**config.mk**
```make
export PLATFORM = sky130hd
export DESIGN_NAME = note_tone_gen
export DESIGN_NICKNAME = d
export VERILOG_FILES = /design/src/rtl/note_tone_pkg.sv /design/src/rtl/tone_divider.sv /design/src/rtl/note_tone_gen.sv
export SDC_FILE = /design/constraint.sdc
export NUM_CORES = 1
export LEC_CHECK = 0
export CELL_PAD_IN_SITES_DETAIL_PLACEMENT = 0
export CELL_PAD_IN_SITES_GLOBAL_PLACEMENT = 1
export CORE_MARGIN = 2
export CORE_UTILIZATION = 40
export CTS_BUF_LIST = sky130_fd_sc_hd__clkbuf_4 sky130_fd_sc_hd__clkbuf_8
export CTS_CLUSTER_DIAMETER = 150
export DETAILED_ROUTE_END_ITERATION = 16
export PLACE_DENSITY = 0.69
export RECOVER_POWER = 100
export SLEW_MARGIN = 5
export SYNTH_ARGS = -nofsm -noshare
export SYNTH_HDL_FRONTEND = slang
export SYNTH_SLANG_ARGS = --single-unit
```
**constraint.sdc**
```tcl
create_clock -name clock_in -period 4.8 [get_ports clock_in]
set_clock_uncertainty 0.1 [all_clocks]
set_input_delay 0.96 -clock clock_in [delete_from_list [all_inputs] [get_ports clock_in]]
set_output_delay 0.96 -clock clock_in [all_outputs]
set_load 0.005 [all_outputs]
```
**src/rtl/note_tone_pkg.sv**
```systemverilog
// note_tone_pkg: shared constants and types for the note tone generator.
// Holds the octave-3 divisor table at TABLE_HZ, the rest threshold,
// the controller state encoding and the duty-cycle encoding.
package note_tone_pkg;

  // Divisor table is expressed at this clock; the top rescales it to CLK_HZ.
  localparam int unsigned TABLE_HZ = 50_000_000;

  // Full-period divisors for C..B, octave 3, at TABLE_HZ.
  localparam int unsigned NOTE_DIV [0:11] = '{
    382225, 360774, 340525, 321413, 303372, 286346,
    270275, 255105, 240787, 227273, 214517, 202477
  };

  // note_sel values at or above this play silence.
  localparam logic [3:0] NOTE_REST = 4'd12;

  typedef enum logic [1:0] {
    ST_IDLE = 2'd0,
    ST_TONE = 2'd1,
    ST_GAP  = 2'd2,
    ST_FIN  = 2'd3
  } state_e;

  // High-phase threshold selection relative to the period divisor.
  typedef enum logic [1:0] {
    DUTY_50 = 2'd0,  // div>>1
    DUTY_25 = 2'd1,  // div>>2
    DUTY_12 = 2'd2,  // div>>3
    DUTY_75 = 2'd3   // div - div>>2
  } duty_e;

endpackage

```
**src/rtl/tone_divider.sv**
```systemverilog
// tone_divider: period counter plus threshold compare producing the square wave.
// Ports: clock_in/reset (sync, active-high); run, div, thresh in; clock_out out.
// Output is registered one cycle behind the counter and gated low as soon as run drops.
module tone_divider
  import note_tone_pkg::*;
#(
  parameter int CNT_W = 28
) (
  input  logic             clock_in,
  input  logic             reset,
  input  logic             run,
  input  logic [CNT_W-1:0] div,
  input  logic [CNT_W-1:0] thresh,
  output logic             clock_out
);

  logic [CNT_W-1:0] cnt;
  logic             hi_q;

  always_ff @(posedge clock_in) begin
    if (reset) begin
      cnt  <= '0;
      hi_q <= 1'b0;
    end else if (run) begin
      cnt  <= (cnt == div - CNT_W'(1)) ? '0 : cnt + CNT_W'(1);
      hi_q <= (cnt < thresh);
    end else begin
      // Idle counter sits at 0 so every note starts with a fresh high phase.
      cnt  <= '0;
      hi_q <= 1'b0;
    end
  end

  // Gating with run truncates the final period the moment the tone ends.
  assign clock_out = hi_q & run;

endmodule

```
**src/rtl/note_tone_gen.sv**
```systemverilog
// note_tone_gen: timed square-wave note (12 semitones x 4 octaves) followed by a silent gap.
// Ports: clock_in/reset (sync, active-high); start, note_sel, octave, dur_ms in;
//        busy, done, clock_out out. Defining NOTE_DUTY_CTRL_EN adds the duty_sel input.
module note_tone_gen
  import note_tone_pkg::*;
#(
  parameter int unsigned CLK_HZ = 50_000_000,
  parameter int          CNT_W  = 28,
  parameter int          DUR_W  = 16,
  parameter int unsigned GAP_MS = 20
) (
  input  logic             clock_in,
  input  logic             reset,
  input  logic             start,
  input  logic [3:0]       note_sel,
  input  logic [1:0]       octave,
  input  logic [DUR_W-1:0] dur_ms,
`ifdef NOTE_DUTY_CTRL_EN
  input  logic [1:0]       duty_sel,
`endif
  output logic             busy,
  output logic             done,
  output logic             clock_out
);

  localparam int unsigned      MS_CYC   = CLK_HZ / 1000;
  localparam int               PRE_W    = (MS_CYC > 1) ? $clog2(MS_CYC) : 1;
  localparam logic [PRE_W-1:0] PRE_LAST = PRE_W'(MS_CYC - 1);
  localparam logic [DUR_W:0]   GAP_TGT  = (DUR_W+1)'(GAP_MS);

  // Divisor table rescaled from TABLE_HZ to CLK_HZ at elaboration (constants only).
  logic [CNT_W-1:0] div_tab [0:11];
  for (genvar g = 0; g < 12; g++) begin : g_div_tab
    localparam longint unsigned SCALED =
      (64'(NOTE_DIV[g]) * 64'(CLK_HZ)) / 64'(TABLE_HZ);
    assign div_tab[g] = CNT_W'(SCALED);
  end

  state_e           state, state_nxt;
  logic [PRE_W-1:0] pre;
  logic [DUR_W-1:0] ms_cnt, dur_r;
  logic [DUR_W:0]   ms_next;
  logic [CNT_W-1:0] div_r, div_lookup, thresh;
  logic             rest_r, tick, tone_end, gap_end, run;
`ifdef NOTE_DUTY_CTRL_EN
  duty_e            duty_r;
`endif

  assign tick     = (pre == PRE_LAST);
  assign ms_next  = {1'b0, ms_cnt} + (DUR_W+1)'(1);
  // Ending on the tick that completes the last ms makes the tone exactly dur_ms*MS_CYC cycles.
  assign tone_end = (dur_r == '0) || (tick && (ms_next == {1'b0, dur_r}));
  assign gap_end  = tick && (ms_next == GAP_TGT);

  always_comb begin
    state_nxt = state;
    unique case (state)
      ST_IDLE: if (start)    state_nxt = ST_TONE;
      ST_TONE: if (tone_end) state_nxt = (GAP_MS == 0) ? ST_FIN : ST_GAP;
      ST_GAP:  if (gap_end)  state_nxt = ST_FIN;
      ST_FIN:                state_nxt = ST_IDLE;
      default:               state_nxt = ST_IDLE;
    endcase
  end

  always_comb begin
    div_lookup = '0;
    if (note_sel < NOTE_REST) div_lookup = div_tab[note_sel] >> octave;
  end

  always_ff @(posedge clock_in) begin
    if (reset) begin
      state  <= ST_IDLE;
      pre    <= '0;
      ms_cnt <= '0;
      dur_r  <= '0;
      div_r  <= '0;
      rest_r <= 1'b0;
`ifdef NOTE_DUTY_CTRL_EN
      duty_r <= DUTY_50;
`endif
    end else begin
      state <= state_nxt;
      if (state == ST_IDLE && start) begin
        dur_r  <= dur_ms;
        div_r  <= div_lookup;
        rest_r <= (note_sel >= NOTE_REST);
`ifdef NOTE_DUTY_CTRL_EN
        duty_r <= duty_e'(duty_sel);
`endif
      end
      // Every state change restarts the ms timebase, so TONE and GAP both start from 0.
      if (state_nxt != state || !(state == ST_TONE || state == ST_GAP)) begin
        pre    <= '0;
        ms_cnt <= '0;
      end else if (tick) begin
        pre    <= '0;
        ms_cnt <= ms_cnt + DUR_W'(1);
      end else begin
        pre <= pre + PRE_W'(1);
      end
    end
  end

  always_comb begin
    thresh = div_r >> 1;
`ifdef NOTE_DUTY_CTRL_EN
    unique case (duty_r)
      DUTY_25: thresh = div_r >> 2;
      DUTY_12: thresh = div_r >> 3;
      DUTY_75: thresh = div_r - (div_r >> 2);
      default: thresh = div_r >> 1;
    endcase
`endif
  end

  assign run  = (state == ST_TONE) && !rest_r;
  assign busy = (state == ST_TONE) || (state == ST_GAP);
  assign done = (state == ST_FIN);

  tone_divider #(.CNT_W(CNT_W)) u_tone_divider (
    .clock_in  (clock_in),
    .reset     (reset),
    .run       (run),
    .div       (div_r),
    .thresh    (thresh),
    .clock_out (clock_out)
  );

endmodule

```
==> results of run 1 <==
## layer usage
layer | vias to the layer above | GRT usage, % | share of wire (%) | wire length (um)
li1 | 3010 | - | - | -
met1 | 2719 | 24.1 | 45 | 7490
met2 | 73 | 34.8 | 50 | 8310
met3 | 12 | 4.11 | 4.0 | 659
met4 | 0 | 4.91 | 1.2 | 194
met5 | - | 0 | 0 | 0
## worst min-delay path by stage
| stage | start | endpoint | slack, ns | cells past startpoint |
|---|---|---|---|---|
| finish | pre[0] | pre[0] | 0.36 | 1 |
| global route | pre[0] | pre[0] | 0.40 | 1 |
| CTS | pre[0] | pre[0] | 0.37 | 1 |
| detailed placement | pre[0] | pre[0] | 0.35 | 1 |
| global placement | pre[0] | pre[0] | 0.34 | 1 |
| floorplan | pre[0] | pre[0] | 0.32 | 1 |
## state kept, by name, summed over array words and instances, names as in the netlist
signal               cells
div_r                   19
rest_r                   1
u_tone_divider.cnt      28
pre                     16
u_tone_divider.hi_q      1
dur_r                   16
ms_cnt                  16
state                    2
## critical path, cell delays in order
cell and delay (ns):
dlygate4sd3_1 0.52, clkbuf_1 1.47, nor4b_1 0.14, o21ai_0 0.20
clkbuf_1 0.59, nor2_1 0.12
## power by group
part           switching, W  leakage (nW)  total [W]  internal [W]
Clock              0.000295         0.110   0.000599      0.000304
Sequential        0.0000506         0.803   0.000907      0.000856
Combinational      0.000300          1.69   0.000522      0.000222
Total              0.000646          2.60    0.00203       0.00138
## kinds of logic after synthesis
group           Yosys count
simple gates            359
compound gates          153
xor+xnor                103
flops                    99
buf+inv                  94
fa+ha+maj                33
mux                      23
## layout by cell type (no fill, tap or decap), types with 3 or more instances in the layout
master and instances:
nand4_1 20, o21bai_1 4, or4_1 5, a211oi_1 6
o211ai_1 5, nor4_1 16, a21o_1 7, xnor2_1 50
nor2_1 112, o31ai_1 4, inv_1 42, mux2_2 5
nand3b_1 3, o21ai_0 20, ha_1 32, a21oi_1 47
dfxtp_1 99, dlygate4sd3_1 7, nand3_1 35, a31oi_1 6
clkdlybuf4s50_1 20, xor2_1 53, mux2i_1 18, a2bb2oi_1 3
buf_4 5, and3_1 11, or3_1 7, o22ai_1 4
a2111oi_0 3, or2_2 3, a311oi_1 4, nand2_1 84
and4_1 6, nand2b_1 5, clkbuf_8 9, nor3_1 32
and2_1 6, a22oi_1 19
## layout make-up
type | count | area, sq um
Timing Repair Buffer | 34 | 315
Clock buffer | 11 | 139
Sequential cell | 99 | 1980
Clock inverter | 5 | 77.6
Tap cell | 220 | 275
Inverter | 43 | 161
Multi-Input combinational cell | 671 | 4320
Fill cell | 1650 | 9200
## metrics by stage
| step | hold WS, ns | total power (W) | setup WS (ns) | area (sq um) |
|---|---|---|---|---|
| final | 0.362 | 0.00203 | 0.924 | 7270 |
| after global routing | 0.398 | 0.00216 | 0.658 | 7270 |
| after detailed placement | 0.354 | 0.00145 | 1.15 | 7060 |
| after floorplan | 0.325 | 0.00132 | 1.46 | 6680 |
| after global placement | 0.338 | 0.00145 | 1.16 | 7060 |
| after CTS | 0.369 | 0.00206 | 1.16 | 7280 |
==> run metrics, run 1 <==
max cap viols 1; CP Max Fanout 41; mux share of post-synthesis cell area roughly 3.5%; PortBufs 27; final core utilization about 44%; number of max-slew violations in the final report 42; worst setup path start reset; FMAX approximately 260 MHz; Global Route Usage Sum approximately 20%; largest cells by area after synthesis dfxtp_1 (30%), xor2_1 (7.0%), xnor2_1 (6.6%), nor2_1 (6.3%), ha_1 (6.0%); top_reg_cell synth dfxtp_1; crit path to pre[13]; synth cell count leaders nor2_1 (112), dfxtp_1 (99), nand2_1 (84); final setup vio count 0; first-pass GRT wire length around 28 mm; synthesized area 6680 sq um; Initial DRC Count approximately 280; CTS tree built; Synth cell types ~70; Compound-Gate Fraction of Synth Area between 15 and 20%; final hold violation count 0; reg2reg start ms_cnt[2]; most common cell in the netlist nor2_1; clock buffer count from CTS 9; Post-CTS Hold Fix Bufs 0; Synth Area in Simple Gates 26.1%; LEAKAGE ~2.6 nW; Post-Synth Adder-Cell Area 6.15%; clock-pin transition on the worst setup and hold timing paths ~0.090 ns; Placed Cells between 1k and 1.5k; DR pass1 iterations 5; Setup TNS Final 0 ns; xor/xnor share of the synthesized area 13.5%; cell taking the most area after synthesis dfxtp_1; post-synth net total 921; worst path arrival time between 4 and 5 ns; Rows 47; PD cells between 200 and 300 nW/um^2; combinational family with the most area after synthesis simple AND/OR/NAND/NOR gates; status complete, but fails checks; DR vias 5814; Peak VDD IR between 0.15 and 0.2 mV; R2R cell count 8; Req. time, crit path 4.94 ns; post-synthesis sequential area ratio about 30%; Clock Latency Late Sink approximately 0.38 ns; Critical Path Sink Type register; RSZ-0062 raised after global routing no; FFs w/ async S/R, synth 0%; CTS sink count between 90 and 100; post-DR vias/cell around 5.4; antenna violation net count after detailed routing 0; Yosys warning count 0; Initial Utilization 40.5%; Area Growth Syn to Fin 8.86%; Post-Layout Cell Count 1083; # resized after CTS 0; Core Area between 15000 and 20000 sq um; critical path launch point type primary input; vias in the first global route roughly 5.8k; Syn Inst Count around 860; clock root cell clkbuf_8; pin count of the biggest net entering global routing 42; Avg Cell Area, Syn slightly below 8 sq um; number of synthesized flops with an enable pin 0; GR Overflow Total 0; Final min period 3.88 ns; initial antenna violation count 0; Die Area between 15000 and 20000 sq um; I/O pins 28; # diodes 0; top-area cell type share of the netlist area between 20 and 30%; die height between 100 and 150 um; r2r setup slk 1.06 ns; Placer Congestion 0.864; failing checks capacitance limit, slew limit; H-tree depth 3; worst min-delay path class register to register; setup repair bufs after CTS 0; clk buf depth 2; Yosys reg bits between 90 and 100; Worst-Margin Slew a little over 2 ns; Rel. slew slack -38.3%; Die X between 100 and 150 um; Crit Reg-Reg Endpoint pre[13]; fin crit share 80.7%; drt drc 0; Final #Nets 915; share of layout cells above drive strength 1 approximately 4.2%; Wirelength per Cell around 15 um; DP Wirelength around 12 mm; kind of critical path primary input to register; Routed Wire Length about 17 mm
Power figures use the tool's default switching activity.
==> inputs of run 2 (changes only) <==
- clock period: 4.8 -> 3.91 ns (I/O delays scaled with it)
==> run 2 against run 1 <==
Net effect: the run now ends clean; routed wire length grew 1.3%; count of clock-buffer cells in the layout grew 1; first-iteration DRC count grew 21%; cell area grew 0.65%; combinational power grew 27%; clock power grew 3.5%; highest routed layer unchanged.
==> run metrics, run 2 (synthesized netlist as in run 1, its figures left out) <==
Final min period about 3.6 ns; CTS tree built; Initial Utilization ~40%; initial antenna violation count 0; PD cells between 300 and 400 nW/um^2; Post-CTS Hold Fix Bufs 0; most frequent cells in the layout nor2_1 (112), dfxtp_1 (99), nand2_1 (84); # resized after CTS 0; clock root cell clkbuf_8; max FFs per register 28; antenna violation net count after detailed routing 0; Routed Wire Length about 17 mm; max cap viols 0; Rel. slew slack 12.0%; vias in the first global route 5800; DR pass1 iterations 5; LEAKAGE 2.64 nW; worst min-delay path class register to register; Critical-path top delay cell nor4_1; r2r setup slk 0.34 ns; Critical Path Sink Type register; Largest regs u_tone_divider.cnt: 28 flops, div_r: 19 flops; I/O pins 28; H-tree depth 3; clock buffer count from CTS 9; Req. time, crit path between 4 and 5 ns; number of max-slew violations in the final report 0; setup repair bufs after CTS 0; Die X approximately 130 um; Final #Nets roughly 930; # diodes 0; GR Overflow Total 0; Global Route Usage Sum 19.4%; final setup margin 0.337 ns; RSZ-0062 raised after global routing no; FMAX around 280 MHz; Crit Reg-Reg Endpoint ms_cnt[2]; Setup TNS Final 0 ns; CTS sink count just under 100; worst path arrival time 3.74 ns; Peak VDD IR 0.162 mV; Placer Congestion ~0.87; critical path launch point type register; share of layout cells above drive strength 1 between 5 and 6%; DR vias approximately 6.0k; crit path to ms_cnt[2]; Area Growth Syn to Fin 9.58%; clk buf depth 2; first-pass GRT wire length approximately 28 mm; status finished clean; Wirelength per Cell 15.4 um; worst path cell trace nand2_1 -> nor4_1 -> mux2i_1 -> a22oi_1 -> or4b_1 -> o21ai_0 -> o21bai_1 -> clkbuf_2 -> nor2_1; pre-CTS setup slack about 0.40 ns; post-DR vias/cell 5.49; Worst-Margin Slew 1.32 ns; fin crit share 91.4%; pin count of the biggest net entering global routing 31; final hold violation count 0; drt drc 0; Biggest register u_tone_divider.cnt; Die Area between 15000 and 20000 sq um; DP Wirelength approximately 13 mm; R2R cell count 9; Critical Path Max Stage Delay about 0.65 ns; Rows 47; Core Area 16500 sq um; commonest non-fill, non-tap cell in the layout nor2_1; worst setup path start ms_cnt[2]; die height around 130 um; Initial DRC Count between 300 and 400; reg2reg start ms_cnt[2]; Clock Latency Late Sink about 0.38 ns; PortBufs 27; final setup vio count 0; CP Max Fanout 15; clock-pin transition on the worst setup and hold timing paths ~0.09 ns; kind of critical path register to register
[run 2: changes by cell type in the layout (fill, tap and decap cells not counted)]
cell             change
buf_4                +9
bufinv_16            -2
clkbuf_2             +2
clkdlybuf4s50_1      +2
dlygate4sd3_1        -2
and2_0               +1
and2_1               -1
clkbuf_4             +1
clkbuf_8             +1
clkinv_4             +1
[run 2: per-layer routing]
metal | up-vias | global-route usage [%] | wire [um]
met4 | 0 | 5.97 | 327
li1 | 3037 | - | -
met5 | - | 0 | 0
met1 | 2844 | 24.2 | 7810
met3 | 28 | 3.50 | 475
met2 | 107 | 34.1 | 8270
[run 2: worst min path at each step]
stage | from | endpoint | slack [ns] | cells past startpoint
floorplan | pre[0] | pre[0] | 0.32 | 1
global placement | pre[0] | pre[0] | 0.33 | 1
detailed placement | pre[0] | pre[0] | 0.36 | 1
CTS | pre[0] | pre[0] | 0.37 | 1
global route | pre[0] | pre[0] | 0.39 | 1
finish | pre[0] | pre[0] | 0.37 | 1
[run 2: final cells by class]
type,count,area [sq um]
clock buffers,12,153
clock inverters,4,26.3
fillers,1675,9150
inverters,43,161
multi-input cells,671,4320
flip-flops and latches,99,1980
well taps,220,275
repair buffers,46,400
[run 2: where the power goes]
part / switching, W / internal, W
logic: 0.000386 / 0.000276
registers: 0.0000599 / 0.00105
clock network: 0.000358 / 0.000262
total: 0.000803 / 0.00159
[run 2: worst max-delay path: cells and delay by family, from the launching register on]
family	cells	cell delay, ns
multiplexers	1	0.26
flip-flops	1	0.51
buffers and inverters	1	0.35
AO/OA/AOI/OAI	3	0.61
AND/OR/NAND/NOR	4	1.61
[run 2: stage by stage]
stage | total power, W | instances | instance area [sq um] | hold slack, ns | util (%)
2_1_floorplan | 0.00162 | 864 | 6680 | 0.325 | -
3_3_place_gp | 0.00178 | 1079 | 7150 | 0.335 | 43.4
3_5_place_dp | 0.00180 | 1079 | 7150 | 0.359 | 43.4
4_1_cts | 0.00242 | 1095 | 7330 | 0.373 | 44.5
5_1_grt | 0.00254 | 1095 | 7320 | 0.394 | 44.4
6_report | 0.00239 | 1095 | 7320 | 0.370 | 44.4
==> inputs of run 3 (changes only) <==
- MAX_ROUTING_LAYER: unset -> met4
==> run 3 against run 2 <==
Net effect: non-clock buffer count unchanged; sequential cell count unchanged; final cell count unchanged; cell area unchanged; setup slack gained 0.0068 ns; sequential power about the same; count of clock-buffer cells in the layout is the same; via count down 0.13%; routed wire length about the same; total power barely moved; fmax rose by 0.19%; die area unchanged; critical path type unchanged; highest routed layer unchanged.
==> run metrics, run 3 (synthesized netlist as in run 1, its figures left out) <==
Core Area 16500 sq um; I/O pins 28; final core utilization between 40 and 50%; Worst-Margin Slew around 1.3 ns; critical path launch point type register; Final #Nets a little over 900; clock root cell clkbuf_8; Critical Path Sink Type register; setup repair bufs after CTS 0; CTS tree built; GR Overflow Total 0; worst setup path start ms_cnt[2]; Initial DRC Count 370; Die Area between 15000 and 20000 sq um; CTS sink count a little under 100; Biggest register u_tone_divider.cnt; worst path arrival time between 3 and 4 ns; drt drc 0; worst min-delay path class register to register; Final min period 3.57 ns; max cap viols 0; Tot Pwr around 0.0024 W; Rel. slew slack 12.8%; share of layout cells above drive strength 1 5.49%; Clock Latency Late Sink 0.38 ns; Largest regs u_tone_divider.cnt: 28 flops, div_r: 19 flops; Post-CTS Hold Fix Bufs 0; Rows 47; final setup vio count 0; r2r setup slk between 0.3 and 0.4 ns; fin crit share a little over 90%; Crit Reg-Reg Endpoint ms_cnt[2]; Placer Congestion between 0.8 and 0.9; pin count of the biggest net entering global routing 31; R2R cell count 9; # diodes 0; first-pass GRT wire length ~28 mm; clock buffer count from CTS 9; post-DR vias/cell 5.49; die height around 130 um; commonest non-fill, non-tap cell in the layout nor2_1; RSZ-0062 raised after global routing no; Routed Wire Length roughly 17 mm; final hold violation count 0; status finished clean; Setup TNS Final 0 ns; initial antenna violation count 0; reg2reg start ms_cnt[2]; DP Wirelength about 13 mm; Area Growth Syn to Fin 9.58%; number of max-slew violations in the final report 0; CP Max Fanout 15; LEAKAGE approximately 2.6 nW; clk buf depth 2; Placed Cells around 1.1k; DR pass1 iterations 5; vias in the first global route about 5.8k; clock-pin transition on the worst setup and hold timing paths ~0.090 ns; PortBufs 27; PD cells around 330 nW/um^2; crit path to ms_cnt[2]; Peak VDD IR approximately 0.16 mV; Post-Layout Cell Count between 1k and 1.5k; Die X between 100 and 150 um; FMAX approximately 280 MHz; Hold Startpoint pre[0]; H-tree depth 3; Initial Utilization around two fifths; most frequent cells in the layout nor2_1 (112), dfxtp_1 (99), nand2_1 (84); # resized after CTS 0; max FFs per register 28; Global Route Usage Sum 20.0%; kind of critical path register to register; Wirelength per Cell about 15 um; DR vias 6008; Req. time, crit path between 4 and 5 ns; antenna violation net count after detailed routing 0
[run 3: cell counts in the layout (fill, tap and decap cells not counted)]
Identical to the previous run, type by type.
[run 3: worst max-delay path, cell delays in order, from the launching register on]
cell	delay, ns
dfxtp_1	0.51
nand2_1	0.26
nor4_1	0.65
mux2i_1	0.26
a22oi_1	0.11
or4b_1	0.61
o21ai_0	0.33
o21bai_1	0.18
clkbuf_2	0.35
nor2_1	0.09
[run 3: worst min path at each step]
stage	slack, ns	cells after the start	to
5_1_grt	0.39	1	pre[0]
2_1_floorplan	0.32	1	pre[0]
6_report	0.37	1	pre[0]
4_1_cts	0.37	1	pre[0]
3_3_place_gp	0.33	1	pre[0]
3_5_place_dp	0.36	1	pre[0]
[run 3: cell type report]
class,count,area (sq um)
clock buffers,12,153
clock inverters,4,26.3
repair buffers,46,400
multi-input cells,671,4320
inverters,43,161
well taps,220,275
flip-flops and latches,99,1980
fillers,1675,9150
[run 3: where the power goes]
| group | total, W | leakage [nW] | internal (W) | switching [W] |
|---|---|---|---|---|
| Clock | 0.000622 | 0.0932 | 0.000262 | 0.000359 |
| Combinational | 0.000660 | 1.74 | 0.000276 | 0.000384 |
| Sequential | 0.00111 | 0.803 | 0.00105 | 0.0000601 |
[run 3: through the flow]
stage,area (sq um),worst slack (ns),hold slack (ns)
global placement,7150,0.495,0.335
floorplan,6680,0.565,0.325
CTS,7330,0.383,0.373
global route,7320,0.0943,0.394
finish,7320,0.344,0.371
detailed placement,7150,0.398,0.359
[run 3: per-layer routing]
layer / up-vias / global-route usage (%) / part of all wire (%) / wire [um]
li1: 3037 / - / - / -
met1: 2873 / 24.2 / 47 / 7860
met2: 73 / 34.1 / 49 / 8300
met3: 25 / 3.50 / 2.4 / 399
met4: 0 / 5.97 / 1.9 / 322
met5: - / - / 0 / 0
